**config.mk**
```make
export PLATFORM = sky130hd
export DESIGN_NAME = fetch_stage_flat
export DESIGN_NICKNAME = d
export VERILOG_FILES = /design/src/rtl/fetch_pkg.sv /design/src/rtl/fetch_if.sv /design/src/rtl/pc_vector_loader.sv /design/src/rtl/fetch_stage.sv /design/src/flat_wrapper.sv
export SDC_FILE = /design/constraint.sdc
export NUM_CORES = 1
export LEC_CHECK = 0
export CORE_ASPECT_RATIO = 1.2
export CORE_UTILIZATION = 23
export CTS_BUF_LIST = sky130_fd_sc_hd__clkbuf_8
export DETAILED_ROUTE_END_ITERATION = 10
export MAX_ROUTING_LAYER = met4
export SYNTH_ARGS = -nofsm -noshare
export SYNTH_HDL_FRONTEND = slang
export SYNTH_SLANG_ARGS = --single-unit
```
**constraint.sdc**
```tcl
create_clock -name Clk -period 2.1 [get_ports Clk]
set_input_delay 0.42 -clock Clk [delete_from_list [all_inputs] [get_ports Clk]]
set_output_delay 0.42 -clock Clk [all_outputs]
set_load 0.1 [all_outputs]
```
**src/rtl/fetch_pkg.sv**
```systemverilog
// Shared fetch-stage definitions: FSM encoding, IF/ID field layout and bubble word.
// Decode slices the IF/ID bundle with these same field positions.
package fetch_pkg;

  typedef enum logic [1:0] {
    VEC_HI = 2'd0,
    VEC_LO = 2'd1,
    RUN    = 2'd2
  } fetch_state_e;

  localparam int IFID_W    = 69;
  localparam int INPORT_HI = 68;
  localparam int INPORT_LO = 53;
  localparam int PC_HI     = 52;
  localparam int PC_LO     = 21;
  localparam int INSTR_HI  = 20;
  localparam int INSTR_LO  = 5;
  localparam int INT_BIT   = 4;

  localparam logic [15:0] NOP_WORD = 16'h0000;

  function automatic logic [IFID_W-1:0] pack_ifid(input logic [15:0] inport,
                                                  input logic [31:0] pc,
                                                  input logic [15:0] instr,
                                                  input logic        intr);
    logic [IFID_W-1:0] r;
    r = '0;
    r[INPORT_HI:INPORT_LO] = inport;
    r[PC_HI:PC_LO]         = pc;
    r[INSTR_HI:INSTR_LO]   = instr;
    r[INT_BIT]             = intr;
    return r;
  endfunction

endpackage

```
**src/rtl/fetch_if.sv**
```systemverilog
// Fetch-stage bus: control inputs, instruction-memory port and IF/ID output.
// master = fetch stage, slave = its environment (hazard unit, imem, decode).
interface fetch_if #(parameter int ADDR_W = 32);
  import fetch_pkg::*;

  logic              Stall;
  logic              Flush;
  logic              BranchTaken;
  logic [ADDR_W-1:0] BranchTarget;
  logic              IntReq;
  logic [15:0]       InPort;
  logic [15:0]       IMemData;
  logic [ADDR_W-1:0] IMemAddr;
  logic [IFID_W-1:0] Out;
  logic              Busy;

  modport master (
    input  Stall, Flush, BranchTaken, BranchTarget, IntReq, InPort, IMemData,
    output IMemAddr, Out, Busy
  );

  modport slave (
    output Stall, Flush, BranchTaken, BranchTarget, IntReq, InPort, IMemData,
    input  IMemAddr, Out, Busy
  );

endinterface

```
**src/rtl/pc_vector_loader.sv**
```systemverilog
// Two-cycle vector fetch (high word, then low word) from the reset or interrupt vector.
// done is high in VEC_LO, when loaded_pc is valid; a new load starts on inject from RUN.
module pc_vector_loader
  import fetch_pkg::*;
#(
  parameter int                ADDR_W  = 32,
  parameter logic [ADDR_W-1:0] RST_VEC = 32'd0,
  parameter logic [ADDR_W-1:0] INT_VEC = 32'd2
) (
  input  logic              clk,
  input  logic              rst_n,
  input  logic              inject,
  input  logic [15:0]       imem_data,
  output fetch_state_e      state,
  output logic [ADDR_W-1:0] vec_addr,
  output logic [ADDR_W-1:0] loaded_pc,
  output logic              done,
  output logic              busy
);

  fetch_state_e      state_q, state_d;
  logic [15:0]       hi_word_q, hi_word_d;
  logic              vsel_q, vsel_d;
  logic              busy_q, busy_d;
  logic [ADDR_W-1:0] vbase;

  always_comb begin
    state_d   = state_q;
    hi_word_d = hi_word_q;
    vsel_d    = vsel_q;
    unique case (state_q)
      VEC_HI: begin
        hi_word_d = imem_data;
        state_d   = VEC_LO;
      end
      VEC_LO: state_d = RUN;
      RUN: begin
        if (inject) begin
          vsel_d  = 1'b1;
          state_d = VEC_HI;
        end
      end
      default: state_d = VEC_HI;
    endcase
    busy_d = (state_d != RUN);
  end

  always_ff @(posedge clk) begin
    if (!rst_n) begin
      state_q   <= VEC_HI;
      hi_word_q <= 16'h0000;
      vsel_q    <= 1'b0;
      busy_q    <= 1'b1;
    end else begin
      state_q   <= state_d;
      hi_word_q <= hi_word_d;
      vsel_q    <= vsel_d;
      busy_q    <= busy_d;
    end
  end

  assign vbase     = vsel_q ? INT_VEC : RST_VEC;
  assign vec_addr  = (state_q == VEC_LO) ? vbase + ADDR_W'(1) : vbase;
  assign loaded_pc = {hi_word_q, imem_data};
  assign done      = (state_q == VEC_LO);
  assign busy      = busy_q;
  assign state     = state_q;

endmodule

```
**src/rtl/fetch_stage.sv**
```systemverilog
// Instruction fetch: PC register, interrupt capture and registered IF/ID bundle.
// One word per cycle in RUN; Stall holds PC and Out; vector loads take two bubble cycles.
module fetch_stage
  import fetch_pkg::*;
#(
  parameter int                ADDR_W  = 32,
  parameter logic [ADDR_W-1:0] RST_VEC = 32'd0,
  parameter logic [ADDR_W-1:0] INT_VEC = 32'd2,
  parameter logic [15:0]       NOP     = NOP_WORD
) (
  input  logic     Clk,
  input  logic     Rst,
  fetch_if.master  bus
);

  fetch_state_e      state;
  logic [ADDR_W-1:0] vec_addr, loaded_pc, pc_inc;
  logic              done, busy, inject, irq_rise;
  logic [ADDR_W-1:0] pc_q, pc_d;
  logic              intpend_q, intpend_d;
  logic              irq_dly_q;
  logic [IFID_W-1:0] out_q, out_d, bubble;

  pc_vector_loader #(
    .ADDR_W  (ADDR_W),
    .RST_VEC (RST_VEC),
    .INT_VEC (INT_VEC)
  ) u_loader (
    .clk       (Clk),
    .rst_n     (Rst),
    .inject    (inject),
    .imem_data (bus.IMemData),
    .state     (state),
    .vec_addr  (vec_addr),
    .loaded_pc (loaded_pc),
    .done      (done),
    .busy      (busy)
  );

  assign pc_inc   = pc_q + ADDR_W'(1);
  assign bubble   = pack_ifid(bus.InPort, pc_inc, NOP, 1'b0);
  assign irq_rise = bus.IntReq & ~irq_dly_q;
  // Branch and stall outrank injection, so a pending interrupt simply waits.
  assign inject   = (state == RUN) && !bus.BranchTaken && !bus.Stall && intpend_q;

  always_comb begin
    pc_d      = pc_q;
    out_d     = out_q;
    intpend_d = inject ? irq_rise : (intpend_q | irq_rise);
    if (state != RUN) begin
      out_d = bubble;
      if (done) pc_d = loaded_pc;
    end else if (bus.BranchTaken) begin
      pc_d  = bus.BranchTarget;
      out_d = bubble;
    end else if (bus.Stall) begin
      out_d = out_q;
    end else if (intpend_q) begin
      out_d = pack_ifid(bus.InPort, pc_q, NOP, 1'b1);
    end else if (bus.Flush) begin
      out_d = bubble;
      pc_d  = pc_inc;
    end else begin
      out_d = pack_ifid(bus.InPort, pc_inc, bus.IMemData, 1'b0);
      pc_d  = pc_inc;
    end
  end

  always_ff @(posedge Clk) begin
    if (!Rst) begin
      pc_q      <= '0;
      intpend_q <= 1'b0;
      irq_dly_q <= 1'b0;
      out_q     <= '0;
    end else begin
      pc_q      <= pc_d;
      intpend_q <= intpend_d;
      irq_dly_q <= bus.IntReq;
      out_q     <= out_d;
    end
  end

  assign bus.IMemAddr = (state == RUN) ? pc_q : vec_addr;
  assign bus.Out      = out_q;
  assign bus.Busy     = busy;

endmodule

```
**src/flat_wrapper.sv**
```systemverilog
// flat-port wrapper written by rule: the top's interface ports become plain ports
module fetch_stage_flat import fetch_pkg::*;
#(
  parameter int                ADDR_W  = 32,
  parameter logic [ADDR_W-1:0] RST_VEC = 32'd0,
  parameter logic [ADDR_W-1:0] INT_VEC = 32'd2,
  parameter logic [15:0]       NOP     = NOP_WORD
)
  (Clk, Rst, bus_Stall, bus_Flush, bus_BranchTaken, bus_BranchTarget, bus_IntReq, bus_InPort, bus_IMemData, bus_IMemAddr, bus_Out, bus_Busy);
  fetch_if #(.ADDR_W(ADDR_W)) bus_i ();
  input  logic Clk;
  input  logic Rst;
  input wire logic [$bits(bus_i.Stall)-1:0] bus_Stall;
  input wire logic [$bits(bus_i.Flush)-1:0] bus_Flush;
  input wire logic [$bits(bus_i.BranchTaken)-1:0] bus_BranchTaken;
  input wire logic [$bits(bus_i.BranchTarget)-1:0] bus_BranchTarget;
  input wire logic [$bits(bus_i.IntReq)-1:0] bus_IntReq;
  input wire logic [$bits(bus_i.InPort)-1:0] bus_InPort;
  input wire logic [$bits(bus_i.IMemData)-1:0] bus_IMemData;
  output wire logic [$bits(bus_i.IMemAddr)-1:0] bus_IMemAddr;
  output wire logic [$bits(bus_i.Out)-1:0] bus_Out;
  output wire logic [$bits(bus_i.Busy)-1:0] bus_Busy;
  assign bus_i.Stall = bus_Stall;
  assign bus_i.Flush = bus_Flush;
  assign bus_i.BranchTaken = bus_BranchTaken;
  assign bus_i.BranchTarget = bus_BranchTarget;
  assign bus_i.IntReq = bus_IntReq;
  assign bus_i.InPort = bus_InPort;
  assign bus_i.IMemData = bus_IMemData;
  assign bus_IMemAddr = bus_i.IMemAddr;
  assign bus_Out = bus_i.Out;
  assign bus_Busy = bus_i.Busy;
  fetch_stage #(.ADDR_W(ADDR_W), .RST_VEC(RST_VEC), .INT_VEC(INT_VEC), .NOP(NOP)) u_core (.Clk(Clk), .Rst(Rst), .bus(bus_i));
endmodule
```
After elaboration in Yosys (flattened, before gate mapping)
Index checks and enable logic that the tools add are counted.

Input port bits: 70. Bits in registers: 123. Logic and storage cells: 47. Output and inout bits: 102.

Equal/unequal tests: 7. Reductions and logical operators: 9. Add/subtract/negate cells: 2. Muxes and demuxes: 16. Bitwise operators: 4.

Operators by type and width (number): 69-bit 2-to-1 mux (3); 32-bit 2-to-1 mux (6); 53-bit 2-to-1 mux (1); 32-bit by 1-bit adder with 32-bit output, second input constant (1); 21-bit 2-to-1 mux (1); 2-bit case mux with 3 select lines (1); 2-bit 2-to-1 mux (2); 2-bit != test, second input constant (2); 2-bit by 1-bit adder with 3-bit output, second input constant (1); 1-bit logical AND (3); 3-bit 2-to-1 mux (1); 3-bit by 1-bit != test with 1-bit output, second input constant (1); 3-bit != test, second input constant (1); 3-bit AND reduction (1); 3-bit OR reduction (1); 2-bit by 1-bit equality test with 1-bit output, second input constant (1); 2-bit equality test, second input constant (1); 1-bit logical NOT (2); 2-bit logical NOT (1); 2-bit by 1-bit != test with 1-bit output, second input constant (1); 1-bit NOT (2); 2-bit AND reduction (1); 1-bit AND (1); 1-bit 2-to-1 mux (1); 1-bit OR (1).

Depth between registers and ports, before layout
Gate-level depths: netlist of run 1.

Word-level depth: 7. Depth in mapped cells: 9. Gate-level depth less buffers: 7.

Hierarchy
Synthesis of run 1 repeated with hierarchy kept, for this count alone.

Cell total of the unflattened synthesis: 941. Area, all modules: 7039.3 µm².

Modules (own cells, without submodules): fetch_stage (area each 5890.6 µm², cells each 804, instances 1); pc_vector_loader (area each 1148.6 µm², cells each 137, instances 1).

Worst setup path after synthesis of run 1
No wires, ideal clock.

Kind: reg2out. Start point: register u_core.u_loader.state_q[0], in the netlist u_core.u_loader.state[0]. End point: output bus_IMemAddr[13]. Data arrival time: 2.461 ns. Buffers on the path: 2. Setup slack: -0.781 ns. Data required time: 1.680 ns. Stages on the path, launching flop included: 7. Cells stage by stage: dfxtp_1 -> inv_1 -> ha_1 -> clkbuf_1 -> inv_2 -> clkbuf_1 -> nor2_1.

Cells in the longest elaborated chain, start to end: 2.

Ends and longest elaborated chain: start, declared (RTL line pc_vector_loader.sv:21) `fetch_state_e state_q, state_d;`; start signal, assigned (RTL line pc_vector_loader.sv:55) `state_q <= state_d;`; 2-bit equality test (RTL line fetch_stage.sv:83) `assign bus.IMemAddr = (state == RUN) ? pc_q : vec_addr;`; 32-bit 2-to-1 mux (RTL line fetch_stage.sv:83); end, declared (RTL line flat_wrapper.sv:20) `output wire logic [$bits(bus_i.IMemAddr)-1:0] bus_IMemAddr;`.

No other way between the ends.

Worst setup path after layout of run 1
Start point: register u_core.u_loader.state_q[0], in the netlist u_core.u_loader.state[0]. End point: output bus_IMemAddr[1].

Cells in the longest elaborated chain, start to end: 3. Elaborated cells between the ends (all ways): 4. Classes of those cells: 2 x eq/ne; 2 x mux.

Ends and longest elaborated chain: 2-bit by 1-bit equality test with 1-bit output (RTL line pc_vector_loader.sv:63) `assign vec_addr = (state_q == VEC_LO) ? vbase + ADDR_W'(1) : vbase;`; 3-bit 2-to-1 mux (RTL line pc_vector_loader.sv:63); 32-bit 2-to-1 mux * (RTL line fetch_stage.sv:83).

Every way passes the cells marked *; elsewhere a longest branch is shown, timed or not.

==> results of run 1 <==
-- cells in the final DEF, fill, tap and decap left out, types with 6 or more instances in the layout --
cell type | Yosys | routed
clkdlybuf4s50_1 | 0 | 69
xnor2_1 | 12 | 12
nand4_1 | 20 | 20
buf_4 | 6 | 180
a31oi_1 | 21 | 21
xor2_1 | 7 | 7
nor2_1 | 73 | 68
nand2_1 | 81 | 81
and4_1 | 8 | 8
dfxtp_2 | 0 | 8
nor3_1 | 12 | 12
nand3_1 | 22 | 22
or3_1 | 7 | 7
a211oi_1 | 9 | 9
clkbuf_8 | 0 | 19
o211ai_1 | 17 | 17
o21ai_0 | 45 | 45
a21oi_1 | 70 | 70
and2_2 | 0 | 24
nor4_1 | 6 | 6
mux2i_1 | 20 | 20
dfxtp_1 | 119 | 110
inv_1 | 11 | 11
and3_1 | 14 | 14
o22ai_1 | 8 | 8
buf_12 | 0 | 36
a21o_1 | 6 | 6
nand2b_1 | 6 | 6
a22oi_1 | 24 | 24
-- cells in the mapped netlist (5+ instances only) --
master and instances:
clkbuf_1 55, and4_1 8, a31oi_1 21, o21ai_0 45, buf_2 13, nor4_1 6, or3_1 7, o32ai_1 5
nand4_1 20, and3_1 14, nand2b_1 6, a22oi_1 24, o211ai_1 17, a211oi_1 9, nor2_1 73, nand3_1 22
inv_1 11, a21o_1 6, xnor2_1 12, nor3_1 12, nand2_1 81, dfxtp_1 119, buf_4 6, mux2i_1 20
ha_1 5, o22ai_1 8, a21oi_1 70, xor2_1 7, and2_1 31
-- worst min-delay path: stages, from the launching register on --
cell	delay [ns]
dfxtp_1	0.31
nand2_1	0.05
a21oi_1	0.05
-- worst min-delay path by stage --
stage                                   startpoint                                   to  slack (ns)  cells past startpoint
6_report           u_core.bus.Out[61]$_SDFFE_PN0P_      u_core.bus.Out[61]$_SDFFE_PN0P_        0.45                      2
4_1_cts            u_core.bus.Out[65]$_SDFFE_PN0P_      u_core.bus.Out[65]$_SDFFE_PN0P_        0.46                      2
2_1_floorplan  u_core.u_loader.vsel_q$_SDFFE_PN0P_  u_core.u_loader.vsel_q$_SDFFE_PN0P_        0.44                      2
3_5_place_dp       u_core.bus.Out[61]$_SDFFE_PN0P_      u_core.bus.Out[61]$_SDFFE_PN0P_        0.44                      2
3_3_place_gp       u_core.bus.Out[65]$_SDFFE_PN0P_      u_core.bus.Out[65]$_SDFFE_PN0P_        0.44                      2
5_1_grt            u_core.bus.Out[67]$_SDFFE_PN0P_      u_core.bus.Out[67]$_SDFFE_PN0P_        0.47                      2
-- power by group --
part           internal (mW)  switching (mW)  leakage [nW]
combinational          0.659            1.21          2.68
sequential              2.42           0.137         0.978
clock                   1.23            1.01         0.207
total                   4.30            2.36          3.86
-- cell type report --
cell class	count	area share [%]
Clock inverter	13	1.61
Tap cell	335	4.36
Inverter	12	0.468
Multi-Input combinational cell	579	36.8
Sequential cell	119	24.9
Clock buffer	19	2.72
Timing Repair Buffer	289	29.2
-- state kept, by name, indices dropped and copies added, names as in the netlist --
signal / flops
u_core.pc_q: 32
u_core.intpend_q: 1
u_core.u_loader.state: 2
u_core.u_loader.busy: 1
u_core.u_loader.vsel_q: 1
u_core.u_loader.hi_word_q: 16
u_core.irq_dly_q: 1
u_core.bus.Out: 65
-- layer usage --
layer  wire [µm]  share of wire, %
met5           0                 0
met4         701               2.9
met3        1480               6.0
met2       11100                45
met1       11300                46
-- logic make-up after synthesis --
| group | synth area share [%] |
|---|---|
| compound gates | 24.0 |
| xor+xnor | 2.69 |
| fa+ha+maj | 1.01 |
| buf+inv | 6.09 |
| flops | 38.5 |
| mux | 3.78 |
| other cells | 0.0606 |
| simple gates | 23.9 |
-- timing repair --
item,4_1_cts,5_1_grt
endpoints found under the setup margin,32,39
pin swaps,1,1
gates cloned,1,0
gates resized for setup,9,15
setup buffers,2,4
==> results.toml, run 1 <==
[pwr]
total_power_mw = 6.66
p_leak_nw = 3.86
peakVddDrop_mv = 0.351
pwr_density_cell_mw_per_mm2 = 692

[clock_network]
cts_tree = "built"
clk_pin_slew_ns = 0.08
hold_buffers = 0
cts_num_sinks = 119
htreeDepth = 4
clk_latency_ns = 0.45
cts-root-buf = "clkbuf_8"
clockBufferDepth = 2
cts_buffers = 17

[critical_path]
timing.rr.end = "u_core.bus.Out[40]$_SDFFE_PN0P_"
max_stage_delay_ns = 0.33
cp.required_ns = 1.68
r2r_setup_slack_ns = 0.12
worst-path-buf-inv = 3
r2r_cells = 5
crit_type = "flop to output port"
slowest_stage = "dfxtp_2"
r2r_start = "u_core.pc_q[6]$_SDFFE_PN0P_"
worst-path-stages = 5
startpoint_type = "flop"
crit_family = "buffers and inverters"
worstSetupStartpoint = "u_core.u_loader.state[0]$_SDFF_PN0_"
worstSetupEndpointType = "output port"
crit_fanout = 6
cp.arrival_ns = 1.69
crit_chain = "inv_2 > ha_4 > buf_6 > mux2_4 > buf_12"
endpoint = "bus_IMemAddr[1]"

[yosys]
syn_area_mm2 = 0.00619
yosysUniqueCellTypes = 55
yosysTopAreaCell = "dfxtp_1"
yosysSeqAreaShare_pct = 38.5
netlist.area_leader.share_pct = 38.5
ys_seq_elements = 119
synthArstFlopShare_pct = 0
synth_flop_cell = "dfxtp_1"
synth_cells = 785
synth_warnings = 0
synth_edf_count = 0
syn_avg_cell_area_um2 = 7.88
synthTopCellsByArea = "dfxtp_1 (39%), a21oi_1 (5.7%), nand2_1 (4.9%)"

[die]
io_pins = 172
die_h_um = 182
start_util_pct = 23.5
dieArea_mm2 = 0.0276
die_w_um = 152
core_mm2 = 0.0264
rows = 65

[drt]
wl_per_cell_um = 18.0
postRouteAntennaNets = 0
drt-total-wl_um = 24600
drt-initial-drc-count = 462
route.detailed.drc = 0
drtPass1Iterations = 4
routed_via_density = 4.95
num_vias = 6758

[timing]
maxSlewViolCount = 0
whs_ns = 0.451
worst_slew_pin_slew_ns = 0.580
clock_skew_ns = 0.0171
fmax_ghz = 0.474
min_period_ns = 2.11
fin_tns_setup_ns = -0.00966
rsz0062_at_grt = "true"
final-hold-violation-count = 0
layout_setup_ws_ns = -0.00966
setup_viol = 1
max_slew_margin_pct = 61.2
post-route-period-util_pct = 100

[finish]
areaGrowthSynthToFinish_pct = 55.5
diodes = 0
num-fill-cells = 2759
fin_nets = 1093
layout-drive-gt1-share_pct = 29.5
finish.instance_area_mm2 = 0.00962
stdcell_count = 1366
seqCellArea_mm2 = 0.00240
fin_util_pct = 36.5
multiInputGateArea_mm2 = 0.00354

[global_routing]
grt_pass1_vias = 6393
grt_max_degree = 68
grt.busiest_layer = "met2"
grt.total_usage_pct = 18.6
globalRouteMet1Util_pct = 24.3
use_met3_pct = 3.19
grtUsageMet2_pct = 27.8
overflow = 0
grt_pass1_wl_um = 37400
antenna_found_initial = 0

[run_status]
violations = "negative setup slack"
status = "finished, violations left"

[run]
cap_violations = 0

[place]
dp_hpwl_um = 18800
place_congestion = 0.907
dp_slack_ns = -0.149
place.port_buffers = 167
placed_area_mm2 = 0.00908
dp.cells = 1327

[worst_hold_path]
hold_class = "flop to flop"
Power figures use the tool's default switching activity.
==> inputs of run 2 (changes only) <==
CORE_ASPECT_RATIO = not set   (was 1.2)
SETUP_SLACK_MARGIN = 0.1   (was not set)
==> run 2 against run 1 <==
Against the previous run:
- critical endpoint is now bus_IMemAddr[5]
- the run ends with design-rule violations, negative setup slack left
- sequential share of layout area down 1.0 points
- count of clock-buffer cells in the layout is 1 lower
- combinational power up 9.6%
- flip-flop and latch count unchanged
- first-iteration DRC count up 21%
- clock power is 9% lower
==> results.toml, run 2 (synthesized netlist as in run 1, its figures left out) <==
[run_status]
status = "finished, violations left"
violations = "design-rule violations, negative setup slack"

[finish]
mostFrequentLayoutCell = "buf_4"
num-fill-cells = 2592
layout-drive-gt1-share_pct = 32.3
largest_reg_flops = 65
areaGrowthSynthToFinish_pct = 61.9
fin_nets = 1110
final_cell_mix = "buf_4 (180), dfxtp_1 (112), nand2_1 (80), a21oi_1 (69), clkdlybuf4s50_1 (69)"
diodes = 0

[critical_path]
worstSetupEndpointType = "output port"
cp.arrival_ns = 1.70
worst-path-stages = 6
timing.rr.end = "u_core.pc_q[23]$_SDFFE_PN0P_"
worstSetupStartpoint = "u_core.u_loader.state[0]$_SDFF_PN0_"
max_stage_delay_ns = 0.34
worst-path-buf-inv = 4
crit_chain = "inv_2 > ha_4 > buf_4 > buf_12 > and2_2 > buf_12"
r2r_setup_slack_ns = 0
cp.required_ns = 1.68
crit_top_cell = "buf_12"
r2r_cells = 10
crit_type = "flop to output port"
startpoint_type = "flop"
r2r_start = "u_core.u_loader.state[0]$_SDFF_PN0_"
crit_family = "buffers and inverters"
crit_fanout = 8
slowest_stage = "dfxtp_2"

[clock_network]
htreeDepth = 4
cts_tree = "built"
cts_buffers = 17
clk_pin_slew_ns = 0.08
clockBufferDepth = 2
cts-root-buf = "clkbuf_8"
cts_num_sinks = 119
hold_buffers = 0
clk_latency_ns = 0.47

[drt]
drt-total-wl_um = 26100
postRouteAntennaNets = 0
drt-initial-drc-count = 558
routed_via_density = 5.09
num_vias = 7041
wl_per_cell_um = 18.9
route.detailed.drc = 9
drtPass1Iterations = 9

[global_routing]
grt_pass1_wl_um = 38600
overflow = 0
grt.total_usage_pct = 18.6
antenna_found_initial = 0
grt_pass1_vias = 6399
grt_max_degree = 68

[worst_hold_path]
min_from = "u_core.bus.Out[58]$_SDFFE_PN0P_"
hold_class = "flop to flop"
whs_path_depth = 2
hold_path_end = "u_core.bus.Out[58]$_SDFFE_PN0P_"

[run]
cap_violations = 0

[place]
dp_hpwl_um = 18500
place_congestion = 0.919
place.port_buffers = 167
dp_slack_ns = -0.229

[timing]
maxSlewViolCount = 0
layout_setup_ws_ns = -0.0173
setup_viol = 6
rsz0062_at_grt = "true"
final-hold-violation-count = 0
fmax_ghz = 0.472
post-route-period-util_pct = 101
min_period_ns = 2.12
clock_skew_ns = 0.0207

[die]
rows = 59
die_w_um = 166
die_h_um = 166
io_pins = 172
dieArea_mm2 = 0.0276
core_mm2 = 0.0262
start_util_pct = 23.6

[pwr]
total_power_mw = 6.63
pwr_density_cell_mw_per_mm2 = 662
p_leak_nw = 4.04
peakVddDrop_mv = 0.407
run 2: final cells by class:
class                      instances  area (µm²)  area share, %
clock buffer                      18         248           2.47
multi-input combinational        579        3670           36.6
sequential                       119        2390           23.9
tap                              335         419           4.19
inverter                          12        47.5          0.475
timing repair buffer             306        3120           31.1
clock inverter                    14         125           1.25
run 2: metrics by stage:
stage | instances | setup TNS (ns) | area [µm²] | hold WS, ns | util (%)
after global routing | 1383 | -1.75 | 10000 | 0.467 | 38.2
final | 1383 | -0.0783 | 10000 | 0.454 | 38.2
after floorplan | 788 | 0 | 6300 | 0.436 | -
after global placement | 1320 | -2.16 | 9120 | 0.439 | 34.8
after CTS | 1359 | -0.143 | 9630 | 0.454 | 36.7
after detailed placement | 1320 | -5.28 | 9120 | 0.444 | 34.8
run 2: worst max-delay path by stage:
stage,to
after CTS,bus_IMemAddr[0]
after global placement,u_core.bus.Out[33]$_SDFFE_PN0P_
after detailed placement,u_core.bus.Out[26]$_SDFFE_PN0P_
after global routing,bus_IMemAddr[0]
final,bus_IMemAddr[5]
after floorplan,bus_IMemAddr[0]
run 2: repair_timing:
item                       CTS  global route
pin swaps                    6            13
cloned                       0             4
gates resized for setup     21            36
buffers inserted             7            21
setup endpoints to repair   34            66
run 2: power by group:
part,total [mW],switching (mW),leakage [nW],internal [mW]
logic,2.05,1.29,2.87,0.768
registers,2.54,0.120,0.978,2.42
clock network,2.04,1.15,0.192,0.897
total,6.63,2.55,4.04,4.08
run 2: layer usage:
layer  up-vias  GRT usage (%)  share of wire, %
li1       3338              -                 -
met1      3387           26.0                46
met2       291           27.0                45
met3        25           3.88               7.5
met4         0           4.75               1.3
met5         -              -                 0
run 2: worst register-to-register path: cells and delay by family, from the launching register on:
kind | cells | cell delay (ns)
AO/OA/AOI/OAI | 1 | 0.10
flip-flops | 1 | 0.34
adder cells (fa/ha/maj) | 1 | 0.20
buffers and inverters | 4 | 0.43
AND/OR/NAND/NOR | 4 | 0.99
==> inputs of run 3 (changes only) <==
CAP_MARGIN = 20   (was not set)
==> results of run 3 <==
Final layout, timing and power as in run 2 (identical DEF).
